===== config.mk =====
export PLATFORM = sky130hd
export DESIGN_NAME = irrigation_ctrl_flat
export DESIGN_NICKNAME = d
export VERILOG_FILES = /design/src/rtl/irrigation_ctrl_pkg.sv /design/src/rtl/irrigation_ctrl_if.sv /design/src/rtl/irrigation_ctrl_input_filter.sv /design/src/rtl/irrigation_ctrl.sv /design/src/flat_wrapper.sv
export SDC_FILE = /design/constraint.sdc
export NUM_CORES = 1
export LEC_CHECK = 0
export ABC_CLOCK_PERIOD_IN_PS = 3600
export CAP_MARGIN = 20
export CORE_MARGIN = 5
export CORE_UTILIZATION = 50
export CTS_CLUSTER_DIAMETER = 40
export DETAILED_ROUTE_END_ITERATION = 6
export PLACE_DENSITY_LB_ADDON = 0.1
export RECOVER_POWER = 25
export SLEW_MARGIN = 10
export SYNTH_ARGS = -nofsm -noshare
export SYNTH_HDL_FRONTEND = slang
export SYNTH_SLANG_ARGS = --single-unit

===== constraint.sdc =====
create_clock -name clk -period 3.6 [get_ports clk]
set_input_delay 0.36 -clock clk [delete_from_list [all_inputs] [get_ports clk]]
set_output_delay 0.36 -clock clk [all_outputs]
set_load 0.02 [all_outputs]

===== src/rtl/irrigation_ctrl_pkg.sv =====
// Shared types and helpers for the irrigation controller.
// Contents: state encoding (also driven on state_o), sensor vector and BCD
// preset payloads, binary-to-BCD conversion and probe plausibility check.
package irrig_pkg;

  localparam int unsigned MIN_W   = 6;   // minutes preset width (0..59)
  localparam int unsigned STATE_W = 3;

  typedef enum logic [STATE_W-1:0] {
    ST_IDLE  = 3'd0,
    ST_LOAD  = 3'd1,
    ST_ARM   = 3'd2,
    ST_RUN   = 3'd3,
    ST_PAUSE = 3'd4,
    ST_FILL  = 3'd5,
    ST_ERROR = 3'd6
  } state_e;

  typedef struct packed {
    logic lvl_h;
    logic lvl_m;
    logic lvl_l;
    logic soil_dry;
  } sens_t;

  typedef struct packed {
    logic [3:0] tens;
    logic [3:0] units;
  } bcd_t;

  // 0..59 minutes to two BCD digits
  function automatic bcd_t bin2bcd(input logic [MIN_W-1:0] bin);
    bcd_t r;
    r.tens  = 4'(bin / MIN_W'(10));
    r.units = 4'(bin % MIN_W'(10));
    return r;
  endfunction

  // A wet probe above a dry one is physically impossible
  function automatic logic probe_invalid(input sens_t v);
    return (v.lvl_h & ~v.lvl_m) | (v.lvl_m & ~v.lvl_l);
  endfunction

endpackage


===== src/rtl/irrigation_ctrl_if.sv =====
// Handshake between the irrigation sequencer and the countdown timer.
//   tmr_load  : one-cycle preset strobe (sequencer -> timer)
//   tmr_tens  : BCD minutes tens digit of the preset
//   tmr_units : BCD minutes units digit of the preset
//   tmr_run   : count enable
//   tmr_zero  : timer reached 00:00 (timer -> sequencer)
interface irrigation_ctrl_if;
  logic       tmr_load;
  logic [3:0] tmr_tens;
  logic [3:0] tmr_units;
  logic       tmr_run;
  logic       tmr_zero;

  modport master (output tmr_load, tmr_tens, tmr_units, tmr_run,
                  input  tmr_zero);
  modport slave  (input  tmr_load, tmr_tens, tmr_units, tmr_run,
                  output tmr_zero);
endinterface


===== src/rtl/irrigation_ctrl_input_filter.sv =====
// Sensor conditioning: 2-flop synchronizer on the raw probe/soil vector and
// a saturating stability counter.
//   clk, rst  : clock, synchronous active-high reset
//   raw       : asynchronous sensor vector
//   vec_c     : last vector that was held for SETTLE_CYC cycles
//   stable_c  : the synchronized vector has been constant for SETTLE_CYC cycles
module irrig_input_filter
  import irrig_pkg::*;
#(
  parameter int unsigned SETTLE_CYC = 4
) (
  input  logic  clk,
  input  logic  rst,
  input  sens_t raw,
  output sens_t vec_c,
  output logic  stable_c
);

  localparam int unsigned CW = 8;

  sens_t         sync1, sync2, last_q;
  logic [CW-1:0] cnt;

  assign stable_c = (cnt == CW'(SETTLE_CYC));
  // Present the freshly stable vector in the same cycle the flag rises
  assign vec_c    = stable_c ? sync2 : last_q;

  // Synchronizer, stability counter and last-stable capture
  always_ff @(posedge clk) begin
    if (rst) begin
      sync1  <= '0;
      sync2  <= '0;
      last_q <= '0;
      cnt    <= '0;
    end else begin
      sync1 <= raw;
      sync2 <= sync1;
      if (sync1 != sync2)
        cnt <= '0;
      else if (!stable_c)
        cnt <= cnt + CW'(1);
      if (stable_c)
        last_q <= sync2;
    end
  end

endmodule


===== src/rtl/irrigation_ctrl.sv =====
// Irrigation sequencer in front of the countdown timer/display stage.
// Filters the tank probes and soil input, picks sprinkler (tank high) or drip
// mode, loads the timer with a BCD minutes preset, runs it and closes the
// cycle on the timer's reach-zero flag.
// Ports:
//   clk, rst                 : clock, synchronous active-high reset
//   lvl_h, lvl_m, lvl_l      : tank probes, 1 = water present (async)
//   soil_dry                 : 1 = soil needs water (async)
//   tmr                      : timer handshake (load/preset/run out, zero in)
//   valve_spr, valve_drip    : irrigation valves
//   fill_valve               : tank refill valve
//   alarm                    : probe fault, or tank low without refill
//   state_o                  : current state encoding
// Build option: define IRRIG_FILL_EN to include the tank refill state; without
// it fill_valve stays 0 and a low tank raises alarm while idle.
module irrigation_ctrl
  import irrig_pkg::*;
#(
  parameter int unsigned SPR_MIN    = 5,
  parameter int unsigned DRIP_MIN   = 15,
  parameter int unsigned SETTLE_CYC = 4,
  parameter int unsigned PAUSE_CYC  = 16
) (
  input  logic                clk,
  input  logic                rst,
  input  logic                lvl_h,
  input  logic                lvl_m,
  input  logic                lvl_l,
  input  logic                soil_dry,
  irrigation_ctrl_if.master   tmr,
  output logic                valve_spr,
  output logic                valve_drip,
  output logic                fill_valve,
  output logic                alarm,
  output logic [STATE_W-1:0]  state_o
);

  localparam int unsigned PW = 16;

  sens_t         raw, vec_c;
  logic          stable_c, bad_c;
  state_e        state, state_n;
  logic          mode_spr, mode_spr_n;      // 1 = sprinkler, 0 = drip
  logic [PW-1:0] pcnt, pcnt_n;
  logic [MIN_W-1:0] sel_min_n;
  logic          preset_zero_c;
  bcd_t          bcd_q;
  logic          load_n, run_n, spr_n, drip_n, fill_n, alarm_n;

  assign raw = '{lvl_h: lvl_h, lvl_m: lvl_m, lvl_l: lvl_l, soil_dry: soil_dry};

  irrig_input_filter #(.SETTLE_CYC(SETTLE_CYC)) u_filter (
    .clk      (clk),
    .rst      (rst),
    .raw      (raw),
    .vec_c    (vec_c),
    .stable_c (stable_c)
  );

  assign bad_c         = stable_c & probe_invalid(vec_c);
  assign preset_zero_c = mode_spr ? (SPR_MIN == 0) : (DRIP_MIN == 0);
  assign sel_min_n     = mode_spr_n ? MIN_W'(SPR_MIN) : MIN_W'(DRIP_MIN);

  // Next state, mode latch, pause counter and next-cycle outputs
  always_comb begin
    state_n    = state;
    mode_spr_n = mode_spr;
    pcnt_n     = '0;

    case (state)
      ST_IDLE: begin
        if (stable_c && vec_c.soil_dry && vec_c.lvl_m) begin
          state_n    = ST_LOAD;
          mode_spr_n = vec_c.lvl_h;
        end
`ifdef IRRIG_FILL_EN
        else if (stable_c && !vec_c.lvl_m) begin
          state_n = ST_FILL;
        end
`endif
      end
      ST_LOAD: state_n = preset_zero_c ? ST_PAUSE : ST_ARM;
      ST_ARM:  state_n = ST_RUN;
      ST_RUN: begin
        if (stable_c && !vec_c.lvl_m) begin
`ifdef IRRIG_FILL_EN
          state_n = ST_FILL;
`else
          state_n = ST_PAUSE;
`endif
        end else if (stable_c && !vec_c.soil_dry) begin
          state_n = ST_PAUSE;
        end else if (tmr.tmr_zero) begin
          state_n = ST_PAUSE;
        end
      end
      ST_PAUSE: begin
        if (pcnt == PW'(PAUSE_CYC - 1))
          state_n = ST_IDLE;
        else
          pcnt_n = pcnt + PW'(1);
      end
      ST_FILL: begin
`ifdef IRRIG_FILL_EN
        if (stable_c && vec_c.lvl_h)
          state_n = ST_IDLE;
`else
        state_n = ST_IDLE;
`endif
      end
      ST_ERROR: begin
        if (stable_c && !probe_invalid(vec_c))
          state_n = ST_IDLE;
      end
      default: state_n = ST_IDLE;
    endcase

    // A settled implausible probe pattern overrides everything
    if (bad_c)
      state_n = ST_ERROR;

    load_n = (state_n == ST_LOAD);
    run_n  = (state_n == ST_ARM) || (state_n == ST_RUN);
    spr_n  = run_n &  mode_spr_n;
    drip_n = run_n & ~mode_spr_n;
`ifdef IRRIG_FILL_EN
    fill_n  = (state_n == ST_FILL);
    alarm_n = (state_n == ST_ERROR);
`else
    fill_n  = 1'b0;
    alarm_n = (state_n == ST_ERROR) ||
              ((state_n == ST_IDLE) && stable_c && !vec_c.lvl_m);
`endif
  end

  // State and registered outputs
  always_ff @(posedge clk) begin
    if (rst) begin
      state        <= ST_IDLE;
      mode_spr     <= 1'b0;
      pcnt         <= '0;
      bcd_q        <= '0;
      tmr.tmr_load <= 1'b0;
      tmr.tmr_run  <= 1'b0;
      valve_spr    <= 1'b0;
      valve_drip   <= 1'b0;
      fill_valve   <= 1'b0;
      alarm        <= 1'b0;
    end else begin
      state        <= state_n;
      mode_spr     <= mode_spr_n;
      pcnt         <= pcnt_n;
      tmr.tmr_load <= load_n;
      tmr.tmr_run  <= run_n;
      valve_spr    <= spr_n;
      valve_drip   <= drip_n;
      fill_valve   <= fill_n;
      alarm        <= alarm_n;
      // Preset is held until the next load
      if (state_n == ST_LOAD)
        bcd_q <= bin2bcd(sel_min_n);
    end
  end

  assign tmr.tmr_tens  = bcd_q.tens;
  assign tmr.tmr_units = bcd_q.units;
  assign state_o       = state;

endmodule


===== src/flat_wrapper.sv =====
// flat-port wrapper written by rule: the top's interface ports become plain ports
module irrigation_ctrl_flat import irrig_pkg::*;
#(
  parameter int unsigned SPR_MIN    = 5,
  parameter int unsigned DRIP_MIN   = 15,
  parameter int unsigned SETTLE_CYC = 4,
  parameter int unsigned PAUSE_CYC  = 16
)
  (clk, rst, lvl_h, lvl_m, lvl_l, soil_dry, valve_spr, valve_drip, fill_valve, alarm, state_o, tmr_tmr_load, tmr_tmr_tens, tmr_tmr_units, tmr_tmr_run, tmr_tmr_zero);
  irrigation_ctrl_if tmr_i ();
  input  logic clk;
  input  logic rst;
  input  logic lvl_h;
  input  logic lvl_m;
  input  logic lvl_l;
  input  logic soil_dry;
  output logic valve_spr;
  output logic valve_drip;
  output logic fill_valve;
  output logic alarm;
  output logic [STATE_W-1:0] state_o;
  output wire logic [$bits(tmr_i.tmr_load)-1:0] tmr_tmr_load;
  output wire logic [$bits(tmr_i.tmr_tens)-1:0] tmr_tmr_tens;
  output wire logic [$bits(tmr_i.tmr_units)-1:0] tmr_tmr_units;
  output wire logic [$bits(tmr_i.tmr_run)-1:0] tmr_tmr_run;
  input wire logic [$bits(tmr_i.tmr_zero)-1:0] tmr_tmr_zero;
  assign tmr_tmr_load = tmr_i.tmr_load;
  assign tmr_tmr_tens = tmr_i.tmr_tens;
  assign tmr_tmr_units = tmr_i.tmr_units;
  assign tmr_tmr_run = tmr_i.tmr_run;
  assign tmr_i.tmr_zero = tmr_tmr_zero;
  irrigation_ctrl #(.SPR_MIN(SPR_MIN), .DRIP_MIN(DRIP_MIN), .SETTLE_CYC(SETTLE_CYC), .PAUSE_CYC(PAUSE_CYC)) u_core (.clk(clk), .rst(rst), .lvl_h(lvl_h), .lvl_m(lvl_m), .lvl_l(lvl_l), .soil_dry(soil_dry), .tmr(tmr_i), .valve_spr(valve_spr), .valve_drip(valve_drip), .fill_valve(fill_valve), .alarm(alarm), .state_o(state_o));
endmodule

=== Word-level counts from Yosys, hierarchy flattened ===
Cells that the tools add are included.

* Flip-flop bits (word level): 53
* Input bits: 7
* Output and inout bits: 17
* Word-level logic and storage cells: 77

* Add/subtract/negate cells: 2
* Divide/modulo/power cells: 2
* Equal/unequal tests: 12
* Mux-type cells: 12
* Bitwise operators: 10
* Reductions and logical operators: 16

{| class="wikitable"
|+ Operators by type and width
! kind !! number
|-
| 3-bit two-way mux || 7
|-
| 3-bit one-hot mux with 6 select lines || 1
|-
| 16-bit by 1-bit adder with 16-bit output (second input constant) || 1
|-
| 16-bit by 4-bit == test with 1-bit output (second input constant) || 1
|-
| 3-bit by 2-bit == test with 1-bit output (second input constant) || 4
|-
| 3-bit == test (second input constant) || 3
|-
| 8-bit by 1-bit adder with 8-bit output (second input constant) || 1
|-
| 8-bit by 3-bit == test with 1-bit output (second input constant) || 1
|-
| 4-bit two-way mux || 2
|-
| 1-bit logical AND || 7
|-
| 6-bit by 4-bit divider with 6-bit output (second input constant) || 1
|-
| 3-bit by 1-bit == test with 1-bit output (second input constant) || 2
|-
| 3-bit logical NOT || 2
|-
| 6-bit by 4-bit remainder unit with 6-bit output (second input constant) || 1
|-
| 1-bit bitwise AND || 5
|-
| 4-bit != test || 1
|-
| 1-bit inverter || 4
|-
| 1-bit logical NOT || 3
|-
| 3-bit OR reduction || 1
|-
| 1-bit logical OR || 2
|-
| 1-bit two-way mux || 2
|-
| 2-bit OR reduction || 1
|-
| 1-bit OR || 1
|}

=== Logic depth before layout (Yosys ltp) ===
Gate-level depths: netlist of run 1.

* Depth in word-level cells: 14
* Depth in mapped cells: 9

=== By module ===
A second synthesis of run 1 with hierarchy kept.

* Cell total of the unflattened synthesis: 218
* Area total of the unflattened synthesis: 2095.8 µm²

{| class="wikitable"
|+ Modules (own cells, without submodules)
! module !! times used !! cells an instance !! area each (µm²) !! sequential area each (µm²)
|-
| irrigation_ctrl || 1 || 140 || 1243.7 || 540.5
|-
| irrig_input_filter || 1 || 78 || 852.1 || 400.4
|}

=== Worst setup path before layout of run 1 ===
No wires, ideal clock.

* Path kind: register to register
* Start point: register u_core.u_filter.cnt[0]
* End point: register u_core.alarm
* Library setup time: 0.140 ns
* Arrival: 1.685 ns
* Data required time: 3.460 ns
* Setup slack: 1.775 ns
* Stages on the path, launching flop included: 9
* Path buffers: 1
* Period minus slack after synthesis: 1.825 ns
* Cell sequence: dfxtp_1 > inv_1 > ha_1 > nor4bb_1 > buf_4 > nand2_4 > or4_1 > nand4_1 > a2111oi_2

* Word-level cells in the longest chain between the ends: 14

{| class="wikitable"
|+ RTL lines
! what !! RTL line !! text
|-
| start: declaration || irrigation_ctrl_input_filter.sv:22 || <nowiki>logic [CW-1:0] cnt;</nowiki>
|-
| start signal: assignment || irrigation_ctrl_input_filter.sv:41 || <nowiki>cnt <= cnt + CW'(1);</nowiki>
|-
| 8-bit by 3-bit == test with 1-bit output (*) || irrigation_ctrl_input_filter.sv:24 || <nowiki>assign stable_c = (cnt == CW'(SETTLE_CYC));</nowiki>
|-
| 4-bit two-way mux || - ||
|-
| 1-bit inverter || irrigation_ctrl_pkg.sv:41 || <nowiki>return (v.lvl_h & ~v.lvl_m) | (v.lvl_m & ~v.lvl_l);</nowiki>
|-
| 1-bit bitwise AND || irrigation_ctrl_pkg.sv:41 ||
|-
| 1-bit OR || irrigation_ctrl_pkg.sv:41 ||
|-
| 1-bit logical NOT || irrigation_ctrl.sv:112 || <nowiki>if (stable_c && !probe_invalid(vec_c))</nowiki>
|-
| 1-bit logical AND || irrigation_ctrl.sv:112 ||
|-
| 3-bit two-way mux || irrigation_ctrl.sv:112 ||
|-
| 3-bit one-hot mux with 6 select lines || irrigation_ctrl.sv:70 || <nowiki>case (state)</nowiki>
|-
| 3-bit two-way mux || irrigation_ctrl.sv:119 || <nowiki>if (bad_c)</nowiki>
|-
| 3-bit logical NOT || irrigation_ctrl.sv:132 || <nowiki>((state_n == ST_IDLE) && stable_c && !vec_c.lvl_m);</nowiki>
|-
| 1-bit logical AND (2 in series) || irrigation_ctrl.sv:132 ||
|-
| 1-bit logical OR (*) || irrigation_ctrl.sv:131 || <nowiki>alarm_n = (state_n == ST_ERROR) ||</nowiki>
|-
| end signal: assignment || irrigation_ctrl.sv:158 || <nowiki>alarm <= alarm_n;</nowiki>
|-
| end: declaration || irrigation_ctrl.sv:34 || <nowiki>output logic alarm,</nowiki>
|}

Mark *: on every way between the ends. The rest lies on a longest branch, timed or not.
A chain may end at the register's enable or synchronous reset.

=== Worst setup path in the final report of run 1 ===
Same ends and word-level chain as after synthesis.

==> results of run 1 <==
cell usage in the layout, fill, tap and decap left out, drive strengths merged, types with 2 or more instances in the layout:
| cell | n |
|---|---|
| a21oi | 6 |
| nor2b | 9 |
| o21ai | 2 |
| nor3 | 5 |
| dlygate4sd3 | 6 |
| nand3 | 13 |
| inv | 9 |
| clkdlybuf4s50 | 11 |
| nand2 | 10 |
| and3 | 5 |
| nand2b | 5 |
| mux2i | 3 |
| nor2 | 34 |
| conb | 6 |
| ha | 3 |
| xor2 | 14 |
| xnor2 | 11 |
| nand4 | 7 |
| nor4 | 4 |
| clkbuf | 8 |
| dfxtp | 43 |
| a2111oi | 2 |
cells in the mapped netlist, drive strengths merged, types with 2 or more instances:
library cell | number | area [um^2]
clkbuf | 3 | 11.3
and3 | 5 | 31.3
nor2 | 34 | 128
a2111oi | 2 | 30.0
nand2 | 10 | 45.0
xor2 | 14 | 123
nor4 | 4 | 25.0
xnor2 | 11 | 96.3
ha | 3 | 37.5
inv | 9 | 33.8
nand4 | 7 | 43.8
a21oi | 6 | 30.0
nor3 | 5 | 41.3
dfxtp | 43 | 861
o21ai | 2 | 10.0
nand3 | 13 | 65.1
nor2b | 9 | 56.3
nand2b | 5 | 31.3
mux2i | 3 | 30.0
buf | 10 | 75.1
power groups by stage:
stage               clock network (mW)  registers [mW]  logic, mW
floorplan                            0           0.495     0.0259
detailed placement                   0           0.496     0.0307
finish                           0.324           0.485     0.0304
global placement                     0           0.496     0.0301
global route                     0.360           0.486     0.0336
CTS                              0.335           0.485     0.0308
kinds of logic after synthesis:
group	count (synthesis)	share of synthesized area (%)
compound gates	12	5.00
mux	4	2.17
other cells	1	0.197
simple gates	99	27.6
xor+xnor	25	11.5
flops	43	45.3
fa+ha+maj	3	1.97
buf+inv	22	6.32
worst max path at each step:
stage                                      start                endpoint  slack [ps]  cells after the start
final                     u_core.u_filter.cnt[0]            u_core.alarm        1160                      7
after global routing      u_core.u_filter.cnt[0]  u_core.tmr.tmr_tens[0]         920                      7
after CTS                 u_core.u_filter.cnt[0]            u_core.alarm        1200                      7
after detailed placement  u_core.u_filter.cnt[0]            u_core.alarm        1210                      7
after floorplan           u_core.u_filter.cnt[0]            u_core.alarm        1780                      8
after global placement    u_core.u_filter.cnt[0]            u_core.alarm        1350                      7
state kept, by name, indices dropped and copies added, names as in the netlist:
| signal | flops |
|---|---|
| u_core.tmr.tmr_units | 1 |
| u_core.u_filter.sync1 | 4 |
| u_core.tmr.tmr_tens | 1 |
| u_core.mode_spr | 1 |
| u_core.u_filter.cnt | 8 |
| u_core.tmr.tmr_load | 1 |
| u_core.alarm | 1 |
| u_core.pcnt | 16 |
| u_core.u_filter.sync2 | 4 |
| u_core.valve_drip | 1 |
| u_core.valve_spr | 1 |
| u_core.state_o | 3 |
| u_core.tmr.tmr_run | 1 |
metrics by stage:
stage	hold slack [ps]	utilization (%)	worst slack (ps)
floorplan	426	-	1780
global placement	443	56.4	1350
detailed placement	470	56.4	1210
CTS	481	59.1	1200
global route	491	59.1	916
finish	478	59.1	1160
area by class of cell:
| type | instances | area, um^2 | share of cell area [%] |
|---|---|---|---|
| Clock buffer | 8 | 100 | 4.62 |
| Timing Repair Buffer | 17 | 170 | 7.86 |
| Inverter | 9 | 33.8 | 1.56 |
| Multi-Input combinational cell | 149 | 940 | 43.4 |
| Sequential cell | 43 | 861 | 39.8 |
| Tap cell | 48 | 60.1 | 2.77 |
critical path: cells and delay by family (launching register included):
family	cells	cell delay, ps
fa+ha+maj	1	130
flops	1	380
compound gates	1	70
simple gates	4	1640
buf+inv	1	80
routing by layer:
| layer | share of wire (%) | GRT usage, % | vias to the layer above |
|---|---|---|---|
| li1 | - | - | 716 |
| met3 | 3.9 | 4.35 | 8 |
| met1 | 46 | 17.3 | 626 |
| met5 | 0 | 0 | - |
| met2 | 48 | 23.6 | 20 |
| met4 | 2.4 | 6.89 | 0 |
==> results.cfg, run 1 <==
[outcome]
status = finished clean

[route]
drcViolationCount = 0
drtAntennaViolNets = 0
wl_per_cell_um = 12.1
vias = 1370
drt_first_pass_iters = 5
viasPerCell = 5.00
drt_first_iter_violations = 70
wl_mm = 3.31

[synth]
ys_seq_area_share_pct = 45.3
syn-cell-area_mm2 = 0.00190
synthFlopType = dfxtp_1
synth-async-reset-ratio_pct = 0
syn_area_per_cell_um2 = 9.10
synth-edff-count = 0
yosysUniqueCellTypes = 37
synth_cells = 209
ys_ff_latch = 43
synth_warnings = 0

[floorplan]
design.core.area_mm2 = 0.00366
start_util_pct = 51.9
die_area_mm2 = 0.00514
ioPinCount = 24
die_x_um = 71.7
die_h_um = 71.7
row_count = 22

[timing]
tns_ps = 0
setup_viol = 0
max_freq_mhz = 411
tightest_slew_ps = 763
hold_viol_final = 0
skew_ps = 4.61
rsz0062_at_grt = false
min_period_ps = 2440
slew_violations = 0
max-slew-margin-rel_pct = 48.4
fin_crit_sh_pct = 67.6

[finish]
final_cell_area_mm2 = 0.00216
layout-drive-gt1-share_pct = 6.19
instances_no_fill = 274
fill_cells = 346
area_growth_pct = 13.8
nets = 235
antennaDiodeCount = 0

[grt]
grtUsageTotal_pct = 14.5
grt_max_degree = 21
grt_pass1_vias = 1309
grt_overflow_total = 0
grt_pass1_wl_mm = 5.89
antenna_found_initial = 0

[critical_path]
critPathSlowestCell = nor4bb_1
cp-end-kind = flop
max_stage_delay_ps = 670
r2r_cells = 7
crit_chain = inv_1 > ha_1 > nor4bb_1 > nand2_4 > or4_1 > nand4_1 > a2111oi_2
startpoint_type = flop
rrSetupSlack_ps = 1160
worstPathArrival_ps = 2580
path_class = reg -> reg
cp.required_ps = 3750
timing.rr.end = u_core.alarm
rr_startpoint = u_core.u_filter.cnt[0]
path_max_fanout = 11

[clock_tree]
clock_sinks = 43
cts_max_path_buffers = 2
cts_made_buffers = 5
clock_latency_ps = 290
cts_hold_buf = 0
cts_tree = built
post_cts.repair.setup_buffers = 0
root_buffer = clkbuf_8
htreeDepth = 2
path_clk_slew_ps = 70
ctsResizeCount = 0

[pwr]
p_int_mw = 0.669
powerDensity_mw_per_mm2 = 388
ir_worst_vdd_v = 0.000243
combPwrFrac_pct = 3.6
switching_share_pct = 20.3
p_clk_share_pct = 38.6
power.switching_mw = 0.171
pwr-share-seq_pct = 57.8
leakage_nw = 0.809
finalPower_mw = 0.840

[placed_design]
place_area_mm2 = 0.00206
dp_cells = 266
io_buffers = 17
place_congestion = 0.749
dp.final_hpwl_mm = 2.50

[run]
maxCapViolations = 0

[worst_hold_path]
hold_start = u_core.tmr.tmr_units[2]
hold_path_end = u_core.tmr.tmr_units[2]
min_path_type = reg -> reg
hold_path_depth = 2
No activity file was read; power rests on OpenSTA's default activity.
==> run 2: changes to the inputs <==
--- a/config.mk
+++ b/config.mk
@@ -5,7 +5,7 @@
 export SDC_FILE = /design/constraint.sdc
 export NUM_CORES = 1
 export LEC_CHECK = 0
-export ABC_CLOCK_PERIOD_IN_PS = 3600
+export ABC_CLOCK_PERIOD_IN_PS = 2380
 export CAP_MARGIN = 20
 export CORE_MARGIN = 5
 export CORE_UTILIZATION = 50
==> constraint.sdc (replaced) <==
create_clock -name clk -period 2.38 [get_ports clk]
set_input_delay 0.238 -clock clk [delete_from_list [all_inputs] [get_ports clk]]
set_output_delay 0.238 -clock clk [all_outputs]
set_load 0.02 [all_outputs]
==> results.cfg, run 2 (same netlist as run 1, synthesis figures left out) <==
[grt]
grt_overflow_total = 0
grt_pass1_wl_mm = 5.79
antenna_found_initial = 0
grt_pass1_vias = 1349
grt_max_degree = 17
grtUsageTotal_pct = 14.0

[timing]
min_period_ps = 2060
setup_viol = 0
max-slew-margin-rel_pct = 60.6
hold_viol_final = 0
tns_ps = 0
fin_crit_sh_pct = 86.7
slew_violations = 0
fin_hold_ws_ps = 470
skew_ps = 5.64
tightest_slew_ps = 586
rsz0062_at_grt = false
max_freq_mhz = 485

[route]
wl_mm = 3.32
vias = 1402
drt_first_pass_iters = 4
drcViolationCount = 0
viasPerCell = 5.08
wl_per_cell_um = 12.0
drtAntennaViolNets = 0
drt_first_iter_violations = 61

[critical_path]
cp-end-kind = flop
cp.required_ps = 2520
path_max_fanout = 11
path_class = reg -> reg
startpoint_type = flop
rrSetupSlack_ps = 320
r2r_cells = 8
worstPathArrival_ps = 2210
timing.rr.end = u_core.alarm
rr_startpoint = u_core.u_filter.cnt[0]

[finish]
antennaDiodeCount = 0
area_growth_pct = 14.9
fill_cells = 329
multi_input_area_um2 = 940
mostFrequentLayoutCell = dfxtp_1
reg_top3 = u_core.pcnt: 16 flops, u_core.u_filter.cnt: 8 flops
layout-drive-gt1-share_pct = 6.58
largest_register_ffs = 16
ff_latch_area_um2 = 861
nets = 238
regMostFlops = u_core.pcnt
layout.cells.most_common_list = 43 x dfxtp_1, 34 x nor2_1, 14 x xor2_1

[pwr]
ir_worst_vdd_v = 0.000430
switching_share_pct = 19.2
leakage_nw = 0.816
powerDensity_mw_per_mm2 = 598
p_int_mw = 1.06
power.switching_mw = 0.251
combPwrFrac_pct = 3.6
p_clk_share_pct = 40.3
pwr-share-seq_pct = 56.1

[floorplan]
design.core.area_mm2 = 0.00366
ioPinCount = 24
start_util_pct = 51.9
die_x_um = 71.7
die_h_um = 71.7
row_count = 22
die_area_mm2 = 0.00514

[clock_tree]
htreeDepth = 2
cts_made_buffers = 5
clock_latency_ps = 280
root_buffer = clkbuf_8
post_cts.repair.setup_buffers = 0
cts_tree = built
cts_hold_buf = 0
ctsResizeCount = 0
path_clk_slew_ps = 70
clock_sinks = 43
cts_max_path_buffers = 2

[outcome]
status = finished clean

[placed_design]
place_congestion = 0.786
io_buffers = 17
dp.final_hpwl_mm = 2.49

[worst_hold_path]
min_path_type = reg -> reg
hold_path_depth = 1
hold_start = u_core.pcnt[0]
hold_path_end = u_core.pcnt[0]

[run]
maxCapViolations = 0
run 2: changes by cell type in the layout (fill, tap and decap cells not counted):
| cell | delta |
|---|---|
| clkdlybuf4s50_1 | +1 |
| buf_4 | +2 |
| clkbuf_1 | +1 |
| bufinv_16 | +1 |
| clkbuf_8 | -2 |
| dlygate4sd3_1 | -1 |
run 2: how the worst max path moves through the flow:
stage	slack, ps	end	start
after floorplan	560	u_core.alarm	u_core.u_filter.cnt[0]
after global placement	450	u_core.alarm	u_core.u_filter.cnt[0]
after detailed placement	370	u_core.alarm	u_core.u_filter.cnt[0]
after CTS	330	u_core.alarm	u_core.u_filter.cnt[0]
after global routing	90	u_core.tmr.tmr_units[2]	u_core.u_filter.cnt[0]
final	320	u_core.alarm	u_core.u_filter.cnt[0]
run 2: area by class of cell:
type / count / share of cell area (%)
clock buffer: 6 / 3.32
clock inverter: 1 / 1.37
inverter: 9 / 1.55
multi-input combinational: 149 / 43.0
sequential: 43 / 39.4
tap: 48 / 2.75
timing repair buffer: 20 / 8.64
run 2: power groups by stage:
stage	logic (mW)	clock network [mW]	registers, mW
2_1_floorplan	0.0391	0	0.749
3_3_place_gp	0.0469	0	0.750
3_5_place_dp	0.0480	0	0.751
4_1_cts	0.0482	0.543	0.734
5_1_grt	0.0519	0.571	0.736
6_report	0.0468	0.526	0.734
run 2: worst max-delay path, stage by stage (launching register included):
cell       delay, ps
dfxtp_1          360
inv_1             80
ha_1             140
nor4bb_1         290
buf_4            190
nand2_4          100
or4_1            550
nand4_1          120
a2111oi_2         70
run 2: metal layers:
metal  GRT usage, %  wire, um
met2           24.3      1650
met1           16.0      1480
met4           6.26        62
met5              0         0
met3           3.65       126
run 2: stage by stage:
| step | utilization (%) | cell area, um^2 | power (mW) | std cells | setup slack [ps] |
|---|---|---|---|---|---|
| after CTS | 59.8 | 2190 | 1.33 | 276 | 327 |
| after global routing | 59.7 | 2190 | 1.36 | 276 | 94.0 |
| after global placement | 57.0 | 2090 | 0.797 | 269 | 453 |
| after detailed placement | 57.0 | 2090 | 0.799 | 269 | 370 |
| final | 59.7 | 2190 | 1.31 | 276 | 317 |
| after floorplan | - | 1920 | 0.788 | 214 | 555 |
